==> config.mk <==
export PLATFORM = sky130hd
export DESIGN_NAME = seq_alu
export DESIGN_NICKNAME = d
export VERILOG_FILES = /design/src/rtl/alu_pkg.sv /design/src/rtl/alu_step_core.sv /design/src/rtl/seq_alu.sv
export SDC_FILE = /design/constraint.sdc
export NUM_CORES = 1
export LEC_CHECK = 0
export BUFFER_PORTS_ARGS = -buffer_cell sky130_fd_sc_hd__buf_4
export CORE_AREA = 2 2 110 112
export CTS_BUF_LIST = sky130_fd_sc_hd__clkbuf_16
export CTS_CLUSTER_SIZE = 30
export DETAILED_ROUTE_END_ITERATION = 10
export DIE_AREA = 0 0 112 114
export PLACE_DENSITY = 0.77
export SLEW_MARGIN = 10
export SYNTH_ARGS = -nofsm -noshare
export SYNTH_HDL_FRONTEND = slang
export SYNTH_HIERARCHICAL = 1
export SYNTH_SLANG_ARGS = --single-unit
==> constraint.sdc <==
create_clock -name Clock -period 14.55 [get_ports Clock]
set_input_delay 2.91 -clock Clock [delete_from_list [all_inputs] [get_ports Clock]]
set_output_delay 2.91 -clock Clock [all_outputs]
set_load 0.05 [all_outputs]
==> src/rtl/alu_pkg.sv <==
// Shared definitions for the sequential ALU: opcodes, flag bit positions and
// the control FSM state type.
//
// Contents:
//   Op*      4-bit opcodes carried in FunSel[3:0]; FunSel[4] selects full width
//   Flag*    bit positions of Z, C, N, O inside the 4-bit flag word
//   state_e  control FSM states
//   is_shift true for the iterative shift/rotate opcodes
package alu_pkg;

    localparam logic [3:0] OpPassA = 4'd0;
    localparam logic [3:0] OpPassB = 4'd1;
    localparam logic [3:0] OpNotA  = 4'd2;
    localparam logic [3:0] OpNotB  = 4'd3;
    localparam logic [3:0] OpAdd   = 4'd4;
    localparam logic [3:0] OpAdc   = 4'd5;
    localparam logic [3:0] OpSub   = 4'd6;
    localparam logic [3:0] OpAnd   = 4'd7;
    localparam logic [3:0] OpOr    = 4'd8;
    localparam logic [3:0] OpXor   = 4'd9;
    localparam logic [3:0] OpNand  = 4'd10;
    localparam logic [3:0] OpLsl   = 4'd11;
    localparam logic [3:0] OpLsr   = 4'd12;
    localparam logic [3:0] OpAsr   = 4'd13;
    localparam logic [3:0] OpCsl   = 4'd14;
    localparam logic [3:0] OpCsr   = 4'd15;

    localparam int unsigned FlagZ = 3;
    localparam int unsigned FlagC = 2;
    localparam int unsigned FlagN = 1;
    localparam int unsigned FlagO = 0;

    typedef enum logic [1:0] {
        IDLE,
        EXEC,
        HOLD
    } state_e;

    // Shift/rotate opcodes occupy the top of the opcode space.
    function automatic logic is_shift(input logic [3:0] op);
        return op >= OpLsl;
    endfunction

endpackage

==> src/rtl/alu_step_core.sv <==
// Combinational datapath of the sequential ALU. Produces, at width N (HALF or
// WIDTH), the single-cycle result and flags of any opcode, plus one step of a
// shift/rotate on operand a.
//
// Ports:
//   a, b       operands (upper half ignored in half mode)
//   full       1 = full width, 0 = half width
//   op         opcode
//   c_in, o_in current C and O flags (held values, ADC carry-in)
//   step_cin   running carry for the rotate-through-carry step
//   res        single-cycle result, zero above N
//   res_flags  {Z,C,N,O} of res
//   step_val   a after one shift/rotate step, zero above N
//   step_cout  bit shifted out by that step
module alu_step_core #(
    parameter int unsigned WIDTH = 16
) (
    input  logic [WIDTH-1:0] a,
    input  logic [WIDTH-1:0] b,
    input  logic             full,
    input  logic [3:0]       op,
    input  logic             c_in,
    input  logic             o_in,
    input  logic             step_cin,
    output logic [WIDTH-1:0] res,
    output logic [3:0]       res_flags,
    output logic [WIDTH-1:0] step_val,
    output logic             step_cout
);
    import alu_pkg::*;

    localparam int unsigned HALF = WIDTH / 2;

    function automatic logic top_bit(input logic [WIDTH-1:0] v, input logic f);
        return f ? v[WIDTH-1] : v[HALF-1];
    endfunction

    logic [WIDTH-1:0] mask;
    logic [WIDTH-1:0] a_m;
    logic [WIDTH-1:0] b_m;
    logic [WIDTH-1:0] b_add;
    logic             add_cin;
    logic [WIDTH:0]   sum_f;
    logic [HALF:0]    sum_h;
    logic [WIDTH-1:0] add_res;
    logic             add_cout;
    logic             add_ovf;
    logic             carry;
    logic             ovf;

    assign mask = full ? {WIDTH{1'b1}} : {{HALF{1'b0}}, {HALF{1'b1}}};
    assign a_m  = a & mask;
    assign b_m  = b & mask;

    // SUB is A + ~B + 1, sharing the adder with ADD/ADC.
    assign b_add   = (op == OpSub) ? (~b_m & mask) : b_m;
    assign add_cin = (op == OpSub) ? 1'b1 : ((op == OpAdc) ? c_in : 1'b0);

    assign sum_f = {1'b0, a_m} + {1'b0, b_add} + {{WIDTH{1'b0}}, add_cin};
    assign sum_h = {1'b0, a_m[HALF-1:0]} + {1'b0, b_add[HALF-1:0]} + {{HALF{1'b0}}, add_cin};

    assign add_res  = full ? sum_f[WIDTH-1:0] : {{HALF{1'b0}}, sum_h[HALF-1:0]};
    assign add_cout = full ? sum_f[WIDTH] : sum_h[HALF];
    // Overflow: operands agree in sign but the result does not.
    assign add_ovf  = (top_bit(a_m, full) == top_bit(b_add, full)) &&
                      (top_bit(add_res, full) != top_bit(a_m, full));

    always_comb begin
        res   = a_m;
        carry = c_in;
        ovf   = o_in;
        unique case (op)
            OpPassA: res = a_m;
            OpPassB: res = b_m;
            OpNotA:  res = ~a_m & mask;
            OpNotB:  res = ~b_m & mask;
            OpAdd, OpAdc, OpSub: begin
                res   = add_res;
                carry = add_cout;
                ovf   = add_ovf;
            end
            OpAnd:   res = a_m & b_m;
            OpOr:    res = a_m | b_m;
            OpXor:   res = a_m ^ b_m;
            OpNand:  res = ~(a_m & b_m) & mask;
            // Shift with a zero count passes A through, C and O hold.
            default: res = a_m;
        endcase
        res_flags        = '0;
        res_flags[FlagZ] = (res == '0);
        res_flags[FlagC] = carry;
        res_flags[FlagN] = top_bit(res, full);
        res_flags[FlagO] = ovf;
    end

    always_comb begin
        step_val  = a_m;
        step_cout = step_cin;
        case (op)
            OpLsl: begin
                step_val  = (a_m << 1) & mask;
                step_cout = top_bit(a_m, full);
            end
            OpLsr: begin
                step_val  = a_m >> 1;
                step_cout = a_m[0];
            end
            OpAsr: begin
                step_val  = full ? {a_m[WIDTH-1], a_m[WIDTH-1:1]}
                                 : {{HALF{1'b0}}, a_m[HALF-1], a_m[HALF-1:1]};
                step_cout = a_m[0];
            end
            OpCsl: begin
                step_val  = ((a_m << 1) | {{(WIDTH-1){1'b0}}, step_cin}) & mask;
                step_cout = top_bit(a_m, full);
            end
            OpCsr: begin
                step_val  = full ? {step_cin, a_m[WIDTH-1:1]}
                                 : {{HALF{1'b0}}, step_cin, a_m[HALF-1:1]};
                step_cout = a_m[0];
            end
            default: ;
        endcase
    end

endmodule

==> src/rtl/seq_alu.sv <==
// Handshaked multi-cycle ALU. Single-cycle ops complete one cycle after the
// accept edge; shifts/rotates iterate one bit per cycle. Owns the {Z,C,N,O}
// flag register, which is written only when an op with WF = 1 completes.
//
// Ports:
//   Clock, Reset       rising-edge clock, synchronous active-low reset
//   InValid, InReady   request handshake
//   A, B, FunSel, WF   operands, {full, opcode}, write-flags enable
//   OutValid, OutReady result handshake
//   ALUOut, FlagsOut   registered result and architectural flags
module seq_alu #(
    parameter int unsigned WIDTH = 16
) (
    input  logic             Clock,
    input  logic             Reset,
    input  logic             InValid,
    output logic             InReady,
    input  logic [WIDTH-1:0] A,
    input  logic [WIDTH-1:0] B,
    input  logic [4:0]       FunSel,
    input  logic             WF,
    output logic             OutValid,
    input  logic             OutReady,
    output logic [WIDTH-1:0] ALUOut,
    output logic [3:0]       FlagsOut
);
    import alu_pkg::*;

    localparam int unsigned HALF = WIDTH / 2;
    localparam int unsigned CW   = $clog2(WIDTH);
    localparam int unsigned HCW  = $clog2(HALF);
    localparam logic [CW-1:0] HalfCntMask = CW'((1 << HCW) - 1);

    if ((WIDTH % 2) != 0 || WIDTH < 8) begin : g_bad_width
        $error("seq_alu: WIDTH must be even and >= 8");
    end

    state_e           state_q, state_d;
    logic [WIDTH-1:0] work_q, work_d;
    logic [WIDTH-1:0] res_q, res_d;
    logic [3:0]       flags_q, flags_d;
    logic [CW-1:0]    cnt_q, cnt_d;
    logic [3:0]       op_q, op_d;
    logic             full_q, full_d;
    logic             wf_q, wf_d;
    logic             carry_q, carry_d;

    logic             accept;
    logic             in_exec;
    logic [CW-1:0]    cnt_in;
    logic [WIDTH-1:0] core_a;
    logic [3:0]       core_op;
    logic             core_full;
    logic [WIDTH-1:0] core_res;
    logic [3:0]       core_flags;
    logic [WIDTH-1:0] step_val;
    logic             step_cout;
    logic             step_n;

    assign InReady  = Reset & ((state_q == IDLE) | ((state_q == HOLD) & OutReady));
    assign accept   = InValid & InReady;
    assign OutValid = (state_q == HOLD);
    assign ALUOut   = res_q;
    assign FlagsOut = flags_q;

    assign cnt_in = B[CW-1:0] & (FunSel[4] ? {CW{1'b1}} : HalfCntMask);

    // The core sees the live request when idle/holding and the working
    // register while iterating.
    assign in_exec   = (state_q == EXEC);
    assign core_a    = in_exec ? work_q : A;
    assign core_op   = in_exec ? op_q : FunSel[3:0];
    assign core_full = in_exec ? full_q : FunSel[4];
    assign step_n    = full_q ? step_val[WIDTH-1] : step_val[HALF-1];

    alu_step_core #(
        .WIDTH(WIDTH)
    ) u_core (
        .a        (core_a),
        .b        (B),
        .full     (core_full),
        .op       (core_op),
        .c_in     (flags_q[FlagC]),
        .o_in     (flags_q[FlagO]),
        .step_cin (carry_q),
        .res      (core_res),
        .res_flags(core_flags),
        .step_val (step_val),
        .step_cout(step_cout)
    );

    always_comb begin
        state_d = state_q;
        work_d  = work_q;
        res_d   = res_q;
        flags_d = flags_q;
        cnt_d   = cnt_q;
        op_d    = op_q;
        full_d  = full_q;
        wf_d    = wf_q;
        carry_d = carry_q;
        unique case (state_q)
            IDLE, HOLD: begin
                if (accept) begin
                    op_d   = FunSel[3:0];
                    full_d = FunSel[4];
                    wf_d   = WF;
                    if (is_shift(FunSel[3:0]) && cnt_in != '0) begin
                        // core_res is the masked A for shift opcodes.
                        work_d  = core_res;
                        carry_d = flags_q[FlagC];
                        cnt_d   = cnt_in;
                        state_d = EXEC;
                    end else begin
                        res_d = core_res;
                        if (WF) begin
                            flags_d = core_flags;
                        end
                        state_d = HOLD;
                    end
                end else if (state_q == HOLD && OutReady) begin
                    state_d = IDLE;
                end
            end
            EXEC: begin
                work_d  = step_val;
                carry_d = step_cout;
                cnt_d   = cnt_q - CW'(1);
                if (cnt_q == CW'(1)) begin
                    res_d   = step_val;
                    state_d = HOLD;
                    if (wf_q) begin
                        flags_d[FlagZ] = (step_val == '0);
                        flags_d[FlagC] = step_cout;
                        flags_d[FlagN] = step_n;
                    end
                end
            end
            default: state_d = IDLE;
        endcase
    end

    always_ff @(posedge Clock) begin
        if (!Reset) begin
            state_q <= IDLE;
            work_q  <= '0;
            res_q   <= '0;
            flags_q <= '0;
            cnt_q   <= '0;
            op_q    <= '0;
            full_q  <= 1'b0;
            wf_q    <= 1'b0;
            carry_q <= 1'b0;
        end else begin
            state_q <= state_d;
            work_q  <= work_d;
            res_q   <= res_d;
            flags_q <= flags_d;
            cnt_q   <= cnt_d;
            op_q    <= op_d;
            full_q  <= full_d;
            wf_q    <= wf_d;
            carry_q <= carry_d;
        end
    end

endmodule

==> summary by stage, run 1 <==
Synth
For this run, asynchronously set or reset flops after synthesis account for 0%. The number of warning messages in the yosys log is 6. Counting flops with a built-in enable in the synthesized netlist gives 0.

The post-synthesis compound-gate area fraction is 22.06%. The top cell type by area accounts for 15.96% of the synthesized area. The number of different library cells used by synthesis comes to 86. The cell area after technology mapping is 6147 µm². The number of synthesized register bits is 49. Sorting the synthesized cells by area gives the leading types as sky130_fd_sc_hd__dfxtp_1 (16%), sky130_fd_sc_hd__nand2_1 (11%), sky130_fd_sc_hd__ha_1 (10%). The xor/xnor share of the synthesized area is 3.847%. The share of cell area taken by muxes after synthesis is 10.81%. The fraction of the mapped netlist area in simple logic gates is 28.70%.

The net count after synthesis is 942. The mean post-synth cell area is 7.240 µm². Among all flip-flop cells after synthesis, the most frequent one is sky130_fd_sc_hd__dfxtp_1. After Yosys synthesis, full adders, half adders and majority gates account for 10.62% of the synthesized area.

The largest total area in the synthesized netlist belongs to sky130_fd_sc_hd__dfxtp_1. The synthesized netlist cell count is 849. The largest family of logic cells by synthesized area is simple AND/OR/NAND/NOR gates. The proportion of synthesized chip area in sequential cells is 15.96%.

STA
Timing would allow up to 131.3 MHz. The worst path uses 52.35% of the clock period. The post-route worst setup slack is 6.932 ns.

The number of slew-limit violations in the final report is 0. Adding up every negative setup slack in the final design gives 0 ns. The worst setup skew after layout is 0.006242 ns. The number of hold-slack violations in the final timing report came to 0.

Setup violations remaining at the end of the flow were counted as 0. Final hold analysis gives a worst-case slack of 0.4564 ns. The routed design could run at a clock period as short as 7.618 ns.

Headroom to the max-slew limit came out at 19.13%. Setup repair after global routing left no endpoint under its margin. The slew at the pin closest to its max-slew limit is 1.213 ns.

Placed design
At the end of routability-driven placement, the weighted congestion stood at 1.006. In this run the cell area measured after placement is 6601 µm². The total half-perimeter wirelength after legalization and detailed placement is 13.38 mm. The number of buffers inserted by port buffering is 63. Before CTS, the worst setup slack after placement is 6.650 ns. The number of cells after detailed placement is 1019.

Critical path
The worst setup slack for register-to-register paths is 8.49 ns. Along the worst path, the maximum fanout reaches 38. The endpoint identified for the worst register-to-register timing path is FlagsOut[3]. The worst setup path is launched from a primary input. The worst setup path is captured at a register. STA puts the critical path data arrival time at 7.82 ns. Following the worst setup path forward leads to its endpoint at FlagsOut[3]. The required time of the worst setup path is 14.76 ns. The category of the most critical setup path is in -> reg. The start of the worst register-to-register path is state_q[0]. The number of cells on the worst reg-to-reg path is 21. The most critical setup path has its startpoint at FunSel[1].

Power and ir drop
IR analysis of the VDD net gives a maximum drop of 0.07407 mV. The clock network burns 28.4% of the power. Combinational logic is responsible for 43.7% of the overall power. The total power draw is 0.5272 mW. In this run the static leakage power is 3.194 nW. The total power per unit cell area is 77.63 nW/µm².

Of the total power, the share spent switching nets is 37.92%. For this design the total switching power over the nets is 0.1999 mW. The power share of the sequential group is 27.9%. The internal portion of the total power is 0.3273 mW.

Clocking
The source-to-sink clock delay at the later pin of the worst-skew pair is 0.29 ns. Gates resized during post-CTS repair numbered 0. The TritonCTS clock tree is yes. The clock sink total is 49. Buffers inserted to repair hold after CTS numbered 0. The clock transition time at the flip-flop clock pins of the worst setup and hold paths is 0.07 ns.

The longest clock path from root to sink contains 2 buffers. The number of CTS-inserted buffers is 5. Once the clock tree was built, the setup fixing pass inserted 0 buffers. The depth of the CTS H-tree is 2. The cell sitting at the root of the clock tree is a sky130_fd_sc_hd__clkbuf_16.

Layout
The number of nets at the end of the flow is 972. The area growth from synthesis to layout is 10.48%. The post-route cell area is 6792 µm². The utilization after layout is 57.99%. The final cell count without fillers is 1027. The layout cell share with drive strength beyond 1 is 13.98%. The number of antenna diodes in the final layout is 0.

Floorplan
The die covers 12770 µm². From left edge to right edge, the die measures 112 µm. In this run the standard cell core region covers 11710 µm².

The number of placement rows is 40. From bottom edge to top edge, the die measures 114 µm. The I/O pin total is 64.

The starting utilization of the core area is 52.49%.

Hold path
The worst hold path belongs to the class reg -> reg.

Route
The per-cell via count in the routed design is 6.275. The first detailed-routing pass ran for 5 iterations. The wire length reported by the detailed router is 18.26 mm. The detail route stage leaves a number of antenna-violating nets equal to 0. Detailed routing inserted a total of 6444 vias. After detailed routing, the average wire length per cell comes to 17.78 µm.

After the first detailed-routing iteration, the DRC count stood at 652. For this run, design rule violations remaining after detail routing come to 0.

Global route
Global routing used 28.48% of the available tracks. The first-pass GRT wire length is 29.94 mm. Entering global routing, the biggest net connects 52 pins.

The number of global-route vias before repair is 5914. The number of antenna violations at the first check in global routing is 0. For this run the aggregate overflow at the end of global routing stands at 0.

Status
The flow ran to the end, and the final reports show no timing, DRC or antenna violations.

Job
The number of violations of the max-capacitance limit is 0.
how the worst min path moves through the flow:
stage / start / end / slack [ns] / cells after the start
after floorplan: op_q[0] / op_q[0] / 0.44 / 2
after global placement: op_q[2] / op_q[2] / 0.44 / 2
after detailed placement: op_q[2] / op_q[2] / 0.45 / 2
after CTS: op_q[2] / op_q[2] / 0.46 / 2
after global routing: ALUOut[13] / ALUOut[13] / 0.49 / 2
final: op_q[2] / op_q[2] / 0.46 / 2
cell type report:
| type | instances | area (µm²) |
|---|---|---|
| fillers | 1127 | 4920 |
| clock inverters | 3 | 65.06 |
| well taps | 147 | 183.9 |
| clock buffers | 5 | 125.1 |
| flip-flops and latches | 49 | 980.9 |
| multi-input cells | 698 | 4690 |
| inverters | 51 | 191.4 |
| repair buffers | 74 | 555.5 |
metal layers:
metal	track usage (%)	routed length (µm)	up-vias
met5	0	0	-
met1	40.54	8096	2988
met3	4.198	1707	44
met2	43.72	7889	348
met4	10.81	564	0
li1	-	-	3064
layout by cell type (no fill, tap or decap), drive strengths merged, types with 4 or more instances in the layout:
master / synthesis / final
nand2: 184 / 184
buf: 28 / 74
inv: 51 / 51
dfxtp: 49 / 49
ha: 49 / 49
nor2: 48 / 48
mux2i: 45 / 45
a21oi: 40 / 40
o21ai: 32 / 32
nand3: 24 / 24
and2: 21 / 21
mux2: 19 / 19
nor3: 18 / 18
a22oi: 18 / 18
nor2b: 14 / 14
xnor2: 14 / 14
xor2: 13 / 13
nand2b: 10 / 10
nor4: 9 / 9
a31oi: 8 / 8
o22ai: 8 / 8
and3: 7 / 7
a22o: 7 / 7
o32ai: 7 / 7
o31ai: 6 / 6
a211oi: 6 / 6
o211ai: 5 / 5
a32oi: 5 / 5
clkbuf: 23 / 5
nor3b: 5 / 5
o221ai: 4 / 4
a221oi: 4 / 4
a21o: 4 / 4
or3: 4 / 4
or2: 4 / 4
or4: 4 / 4
power by group through the flow:
| stage | combinational, mW | clock, mW | sequential, mW |
|---|---|---|---|
| floorplan | 0.158 | 0 | 0.160 |
| global placement | 0.222 | 0 | 0.149 |
| detailed placement | 0.224 | 0 | 0.150 |
| CTS | 0.225 | 0.151 | 0.147 |
| global route | 0.252 | 0.156 | 0.147 |
| finish | 0.230 | 0.150 | 0.147 |
synth_stat cells, types with 6 or more instances:
| cell type | number |
|---|---|
| sky130_fd_sc_hd__o21ai_0 | 27 |
| sky130_fd_sc_hd__buf_2 | 9 |
| sky130_fd_sc_hd__o22ai_1 | 8 |
| sky130_fd_sc_hd__inv_1 | 50 |
| sky130_fd_sc_hd__buf_4 | 8 |
| sky130_fd_sc_hd__a22oi_1 | 17 |
| sky130_fd_sc_hd__dfxtp_1 | 49 |
| sky130_fd_sc_hd__nor2b_1 | 14 |
| sky130_fd_sc_hd__buf_6 | 9 |
| sky130_fd_sc_hd__nand3_1 | 23 |
| sky130_fd_sc_hd__clkbuf_1 | 23 |
| sky130_fd_sc_hd__nand2b_1 | 10 |
| sky130_fd_sc_hd__xnor2_1 | 14 |
| sky130_fd_sc_hd__o31ai_1 | 6 |
| sky130_fd_sc_hd__a31oi_1 | 8 |
| sky130_fd_sc_hd__and3_1 | 7 |
| sky130_fd_sc_hd__a22o_1 | 7 |
| sky130_fd_sc_hd__ha_1 | 49 |
| sky130_fd_sc_hd__and2_1 | 21 |
| sky130_fd_sc_hd__nor4_1 | 8 |
| sky130_fd_sc_hd__mux2_2 | 15 |
| sky130_fd_sc_hd__nor2_1 | 48 |
| sky130_fd_sc_hd__nor3_1 | 18 |
| sky130_fd_sc_hd__mux2i_1 | 45 |
| sky130_fd_sc_hd__nand2_1 | 184 |
| sky130_fd_sc_hd__a21oi_1 | 37 |
| sky130_fd_sc_hd__xor2_1 | 13 |
| sky130_fd_sc_hd__o32ai_1 | 7 |
worst max-delay path, stage by stage:
cell and delay [ns]:
sky130_fd_sc_hd__buf_4 0.09, sky130_fd_sc_hd__nand2_1 0.04, sky130_fd_sc_hd__nand2_1 0.08, sky130_fd_sc_hd__buf_4 0.37, sky130_fd_sc_hd__nor4bb_4 0.35, sky130_fd_sc_hd__buf_4 0.32, sky130_fd_sc_hd__xnor2_1 0.13, sky130_fd_sc_hd__fa_1 0.46
sky130_fd_sc_hd__fa_1 0.46, sky130_fd_sc_hd__a211oi_2 0.29, sky130_fd_sc_hd__o21ai_2 0.14, sky130_fd_sc_hd__a21oi_2 0.18, sky130_fd_sc_hd__o31ai_1 0.11, sky130_fd_sc_hd__xor2_1 0.14, sky130_fd_sc_hd__a221o_1 0.37, sky130_fd_sc_hd__or4_1 0.55
sky130_fd_sc_hd__nor4b_2 0.29, sky130_fd_sc_hd__and3_1 0.20, sky130_fd_sc_hd__nand3_1 0.07, sky130_fd_sc_hd__a311oi_1 0.27
cells by family (layout without fill, tap and decap cells):
family / after synthesis / in the layout
AOI/OAI and AO/OA: 187 / 187
xor gates and xnor gates: 27 / 27
adders and majority gates: 51 / 51
buffers and inverters: 102 / 133
DFF: 49 / 49
muxes: 64 / 64
and+or+nand+nor: 369 / 369
registers in the layout, summed over array words and instances, names as in the netlist, 2 cells and up:
register  count
FlagsOut      4
cnt_q         4
ALUOut       16
state_q       2
op_q          4
work_q       16
Power figures use the tool's default switching activity.
==> run 2, diff against run 1 <==
ABC_AREA = 1   (was default)
PLACE_DENSITY = 0.8   (was 0.77)
clock period = 6.8 ns   (was 14.55 ns; I/O delays follow)
==> run 2 against run 1 <==
  * Power rose by 120%
  * Critical endpoint unchanged
  * Hold slack got worse by 0.0094 ns
  * Worst setup slack got worse by 5.3 ns
  * Largest power group unchanged
  * Utilization rose by 0.34 points
  * Clock skew fell by 0.0023 ns
==> summary by stage, run 2 <==
Global route
The first-pass GRT wire length was 32.17 mm (+7.4%). The number of antenna violations at the first check in global routing is 0 (unchanged). The maximum number of pins on one net before global-route repair is 45 (-13%). The overflow left after global routing is 0 (unchanged).

The number of global-route vias before repair is 6376 (+7.8%). The overall track demand over capacity in global routing came to 30.97% (+2.5 points).

STA
In the finished design, the share of the clock period the worst path needs comes to 76.33%. Setup repair after global routing left no endpoint under its margin. The setup violation total in the final timing report is 0 (unchanged). The number of slew-limit violations in the final report is 0 (unchanged). The final-layout setup total negative slack is 0 ns (unchanged).

The hold slack was 0.4470 ns (-0.009351 ns). The minimum period implied by the final worst setup slack is 5.190 ns. The maximum operating frequency is 192.7 MHz. The slew at the pin closest to its max-slew limit is 1.134 ns (-0.07921 ns). The relative slew slack is 23.61% (+4.5 points). The number of hold-slack violations in the final timing report is 0 (unchanged). The worst setup skew after layout was 0.003973 ns (-0.002269 ns).

Layout
The footprint of the multi-input gates is 4385 µm² (-6.5%). The number of nets at the end of the flow was 1235 (+27%). Relative to the synthesized area, the layout overhead comes to 10.80%. The layout filler cell count was 1183 (+5.0%). The library cell used most frequently in the layout, excluding fill and tap cells, is sky130_fd_sc_hd__nand2_1. The final cell count without fillers came to 1289 (+26%). The utilization after layout came to 58.33% (+0.34 points). The antenna diode instance count came to 0 (unchanged). The sequential cell area was 980.9 µm² (unchanged). In the layout the commonest cells are sky130_fd_sc_hd__nand2_1 (350), sky130_fd_sc_hd__inv_1 (143), sky130_fd_sc_hd__nor2_1 (115). The layout cell share with drive strength beyond 1 is 10.86% (-3.1 points).

Hold path
The worst hold path startpoint is op_q[1]. The hold path depth was 2 (unchanged). The capture endpoint of the worst hold path is op_q[1].

The type of the tightest min-delay check is reg -> reg.

Route
The count of unresolved DRC violations after routing was 0 (unchanged). The count of antenna-violating nets left after detailed routing is 0 (unchanged). The number of DRC markers in iteration 0 is 705 (+8.1%). The first-pass detailed-route iteration total is 6 (+1). The routed wire length per instance is 15.37 µm (-14%). The via count was 7128 (+11%). The per-cell via count in the routed design is 5.530 (-12%). The wire length reported by the detailed router is 19.81 mm (+8.5%).

Critical path
STA classifies the critical path endpoint as a register. In this run the critical register-to-register path is captured at FlagsOut[3]. The category of the most critical setup path is reg -> reg. The worst setup path is launched from a register. The worst register-to-register path begins at state_q[0]. The worst setup slack for register-to-register paths is 1.61 ns (-6.88 ns).

The required time of the worst setup path came to 7.03 ns (-7.73 ns). The number of cells on the worst reg-to-reg path is 27 (+29%). The largest fanout of any net on the critical path is 22 (-42%).

The data arrival time at the worst-slack endpoint was 5.42 ns (-2.40 ns).

Clocking
The number of CTS-inserted buffers is 5 (unchanged). The source-to-sink clock delay at the later pin of the worst-skew pair is 0.30 ns (about the same). The clock sink total came to 49 (unchanged). The clock transition time at the flip-flop clock pins of the worst setup and hold paths is 0.06 ns (about the same). The post-cts sizing count came to 0 (unchanged). The deepest clock path buffer count is 2 (unchanged).

The number of setup buffers added after CTS came to 0 (unchanged). TritonCTS built the clock tree. The hold-fix buffer count after cts was 0 (unchanged). The depth of the CTS H-tree was 2 (unchanged). The root cell of the clock tree is sky130_fd_sc_hd__clkbuf_16.

Synth
The count of flip-flops with a built-in enable after synthesis is 0 (unchanged). Ranked by total cell area, the synthesized netlist is headed by sky130_fd_sc_hd__nand2_1 (21%), sky130_fd_sc_hd__dfxtp_1 (16%), sky130_fd_sc_hd__ha_1 (9.9%). The adder and majority cell fraction of the synthesized area is 10.59% (-0.032 points). The area share of the largest cell type after synthesis is 21.31% (+5.3 points). The net count after synthesis is 1196 (+27%). The fraction of the mapped netlist area in simple logic gates is 41.96% (+13 points). The synthesized netlist cell count is 1103 (+30%). The xor/xnor share of the synthesized area is 1.420% (-2.4 points). The predominant post-synthesis flop cell is sky130_fd_sc_hd__dfxtp_1. Among all cell types in the netlist, the one instantiated most often is sky130_fd_sc_hd__nand2_1. The post-synthesis compound-gate area fraction came to 15.04% (-7.0 points). The proportion of synthesized chip area in sequential cells was 15.91% (-0.049 points). The number of synthesized register bits came to 49 (unchanged). The mean post-synth cell area is 5.590 µm² (-23%). The share of flip-flops with an asynchronous set or reset is 0% (unchanged). The cell area after technology mapping came to 6166 µm² (+0.31%). The largest family of logic cells by synthesized area is simple AND/OR/NAND/NOR gates. The number of warning messages in the yosys log is 6 (unchanged). The synthesized design spends more area on one cell type than any other, namely sky130_fd_sc_hd__nand2_1. The share of cell area taken by muxes after synthesis is 2.110% (-8.7 points). The commonest cells after synthesis are sky130_fd_sc_hd__nand2_1 (350), sky130_fd_sc_hd__inv_1 (143), sky130_fd_sc_hd__nor2_1 (115).

The number of distinct library cell variants in the gate-level netlist after synthesis is 39 (-55%).

Job
The number of violations of the max-capacitance limit was 0 (unchanged).

Status
The flow ran to the end, and the final reports show no timing, DRC or antenna violations.

Power and ir drop
The highest ir drop seen on vdd was 0.2391 mV (+220%). The switching part of the total came to 43.51% (+5.6 points). The power share of the combinational group is 48.3% (+4.6 points).

The design internal power is 0.6605 mW (+100%). The switching power summed over all nets came to 0.5088 mW (+150%). The power share of the sequential group came to 27.8% (about the same).

The static leakage is 3.761 nW (+18%). The total power per unit cell area is 171.2 nW/µm² (+120%). The clock group share of total power is 23.9% (-4.5 points).

Floorplan
The area of the die is 12770 µm² (unchanged). The floorplan core area is 11710 µm² (unchanged). The I/O pin total is 64 (unchanged). The height of the chip is 114 µm (unchanged). The horizontal die dimension is 112 µm (unchanged). The number of placement rows came to 40 (unchanged). The starting utilization of the core area is 52.65% (+0.16 points).

Placed design
The total half-perimeter wirelength after legalization and detailed placement is 15.20 mm (+14%). The number of cells after detailed placement is 1282 (+26%). The number of buffers inserted by port buffering is 63 (unchanged). The placer's final routability congestion estimate is 0.9947 (-1.2%).
## run 2: worst max-delay path by stage
| stage | start | to | slack, ns | cells past startpoint |
|---|---|---|---|---|
| after floorplan | FunSel[1] | FlagsOut[2] | 2.22 | 28 |
| after global placement | FunSel[1] | FlagsOut[3] | 1.52 | 28 |
| after detailed placement | FunSel[2] | FlagsOut[3] | 1.46 | 28 |
| after CTS | state_q[0] | FlagsOut[3] | 1.68 | 27 |
| after global routing | state_q[0] | FlagsOut[3] | 1.03 | 27 |
| final | state_q[0] | FlagsOut[3] | 1.61 | 27 |
## run 2: area by class of cell
class,count,area share (%)
Clock buffer,5,1.832
Sequential cell,49,14.36
Inverter,154,8.498
Timing Repair Buffer,72,7.912
Tap cell,147,2.692
Clock inverter,2,0.5128
Multi-Input combinational cell,860,64.19
## run 2: through the flow
step	setup WS [ns]	power [mW]	area, µm²
6_report	1.610	1.169	6832
5_1_grt	1.027	1.247	6832
4_1_cts	1.675	1.160	6832
3_5_place_dp	1.458	0.8778	6671
3_3_place_gp	1.525	0.8748	6671
2_1_floorplan	2.220	0.7360	6166
## run 2: kinds of logic (layout without fill, tap and decap cells)
family	count (synthesis)	count (layout)
muxes	13	13
AOI/OAI and AO/OA	171	171
and+or+nand+nor	615	615
DFF	49	49
xor gates and xnor gates	10	10
adders and majority gates	51	51
buffers and inverters	194	233
## run 2: power by group through the flow
stage | combinational, mW | sequential, mW | clock (mW)
after floorplan | 0.367 | 0.369 | 0
after global placement | 0.545 | 0.330 | 0
after detailed placement | 0.547 | 0.331 | 0
after CTS | 0.551 | 0.324 | 0.285
after global routing | 0.624 | 0.327 | 0.295
final | 0.565 | 0.325 | 0.279
## run 2: metal layers
metal  global-route usage, %  routed length, µm  vias to the layer above
met1                   43.30               8772                     3158
li1                        -                  -                     3575
met5                       0                  0                        -
met2                   49.70               8669                      344
met3                   3.773               1759                       51
met4                   10.57                606                        0
## run 2: worst max-delay path, cell delays in order, from the launching register on
cell and delay, ns:
sky130_fd_sc_hd__dfxtp_1 0.47, sky130_fd_sc_hd__nand2_2 0.32, sky130_fd_sc_hd__o21ai_0 0.86, sky130_fd_sc_hd__inv_2 0.15, sky130_fd_sc_hd__nor2_4 0.17, sky130_fd_sc_hd__nand2_1 0.36
sky130_fd_sc_hd__xor2_1 0.28, sky130_fd_sc_hd__fa_1 0.49, sky130_fd_sc_hd__fa_1 0.44, sky130_fd_sc_hd__nand2_1 0.08, sky130_fd_sc_hd__nand3_1 0.07, sky130_fd_sc_hd__nand3_1 0.09
sky130_fd_sc_hd__nand2_1 0.09, sky130_fd_sc_hd__nand2_1 0.10, sky130_fd_sc_hd__nand4_1 0.09, sky130_fd_sc_hd__nand3_1 0.14, sky130_fd_sc_hd__nand3_1 0.12, sky130_fd_sc_hd__nor2_1 0.13
sky130_fd_sc_hd__nand2_1 0.06, sky130_fd_sc_hd__nor2_1 0.11, sky130_fd_sc_hd__nand2_1 0.06, sky130_fd_sc_hd__inv_1 0.05, sky130_fd_sc_hd__nand3_1 0.07, sky130_fd_sc_hd__nand2_1 0.07
sky130_fd_sc_hd__inv_1 0.03, sky130_fd_sc_hd__nand2_1 0.05, sky130_fd_sc_hd__nand2_1 0.04, sky130_fd_sc_hd__nor2_1 0.10
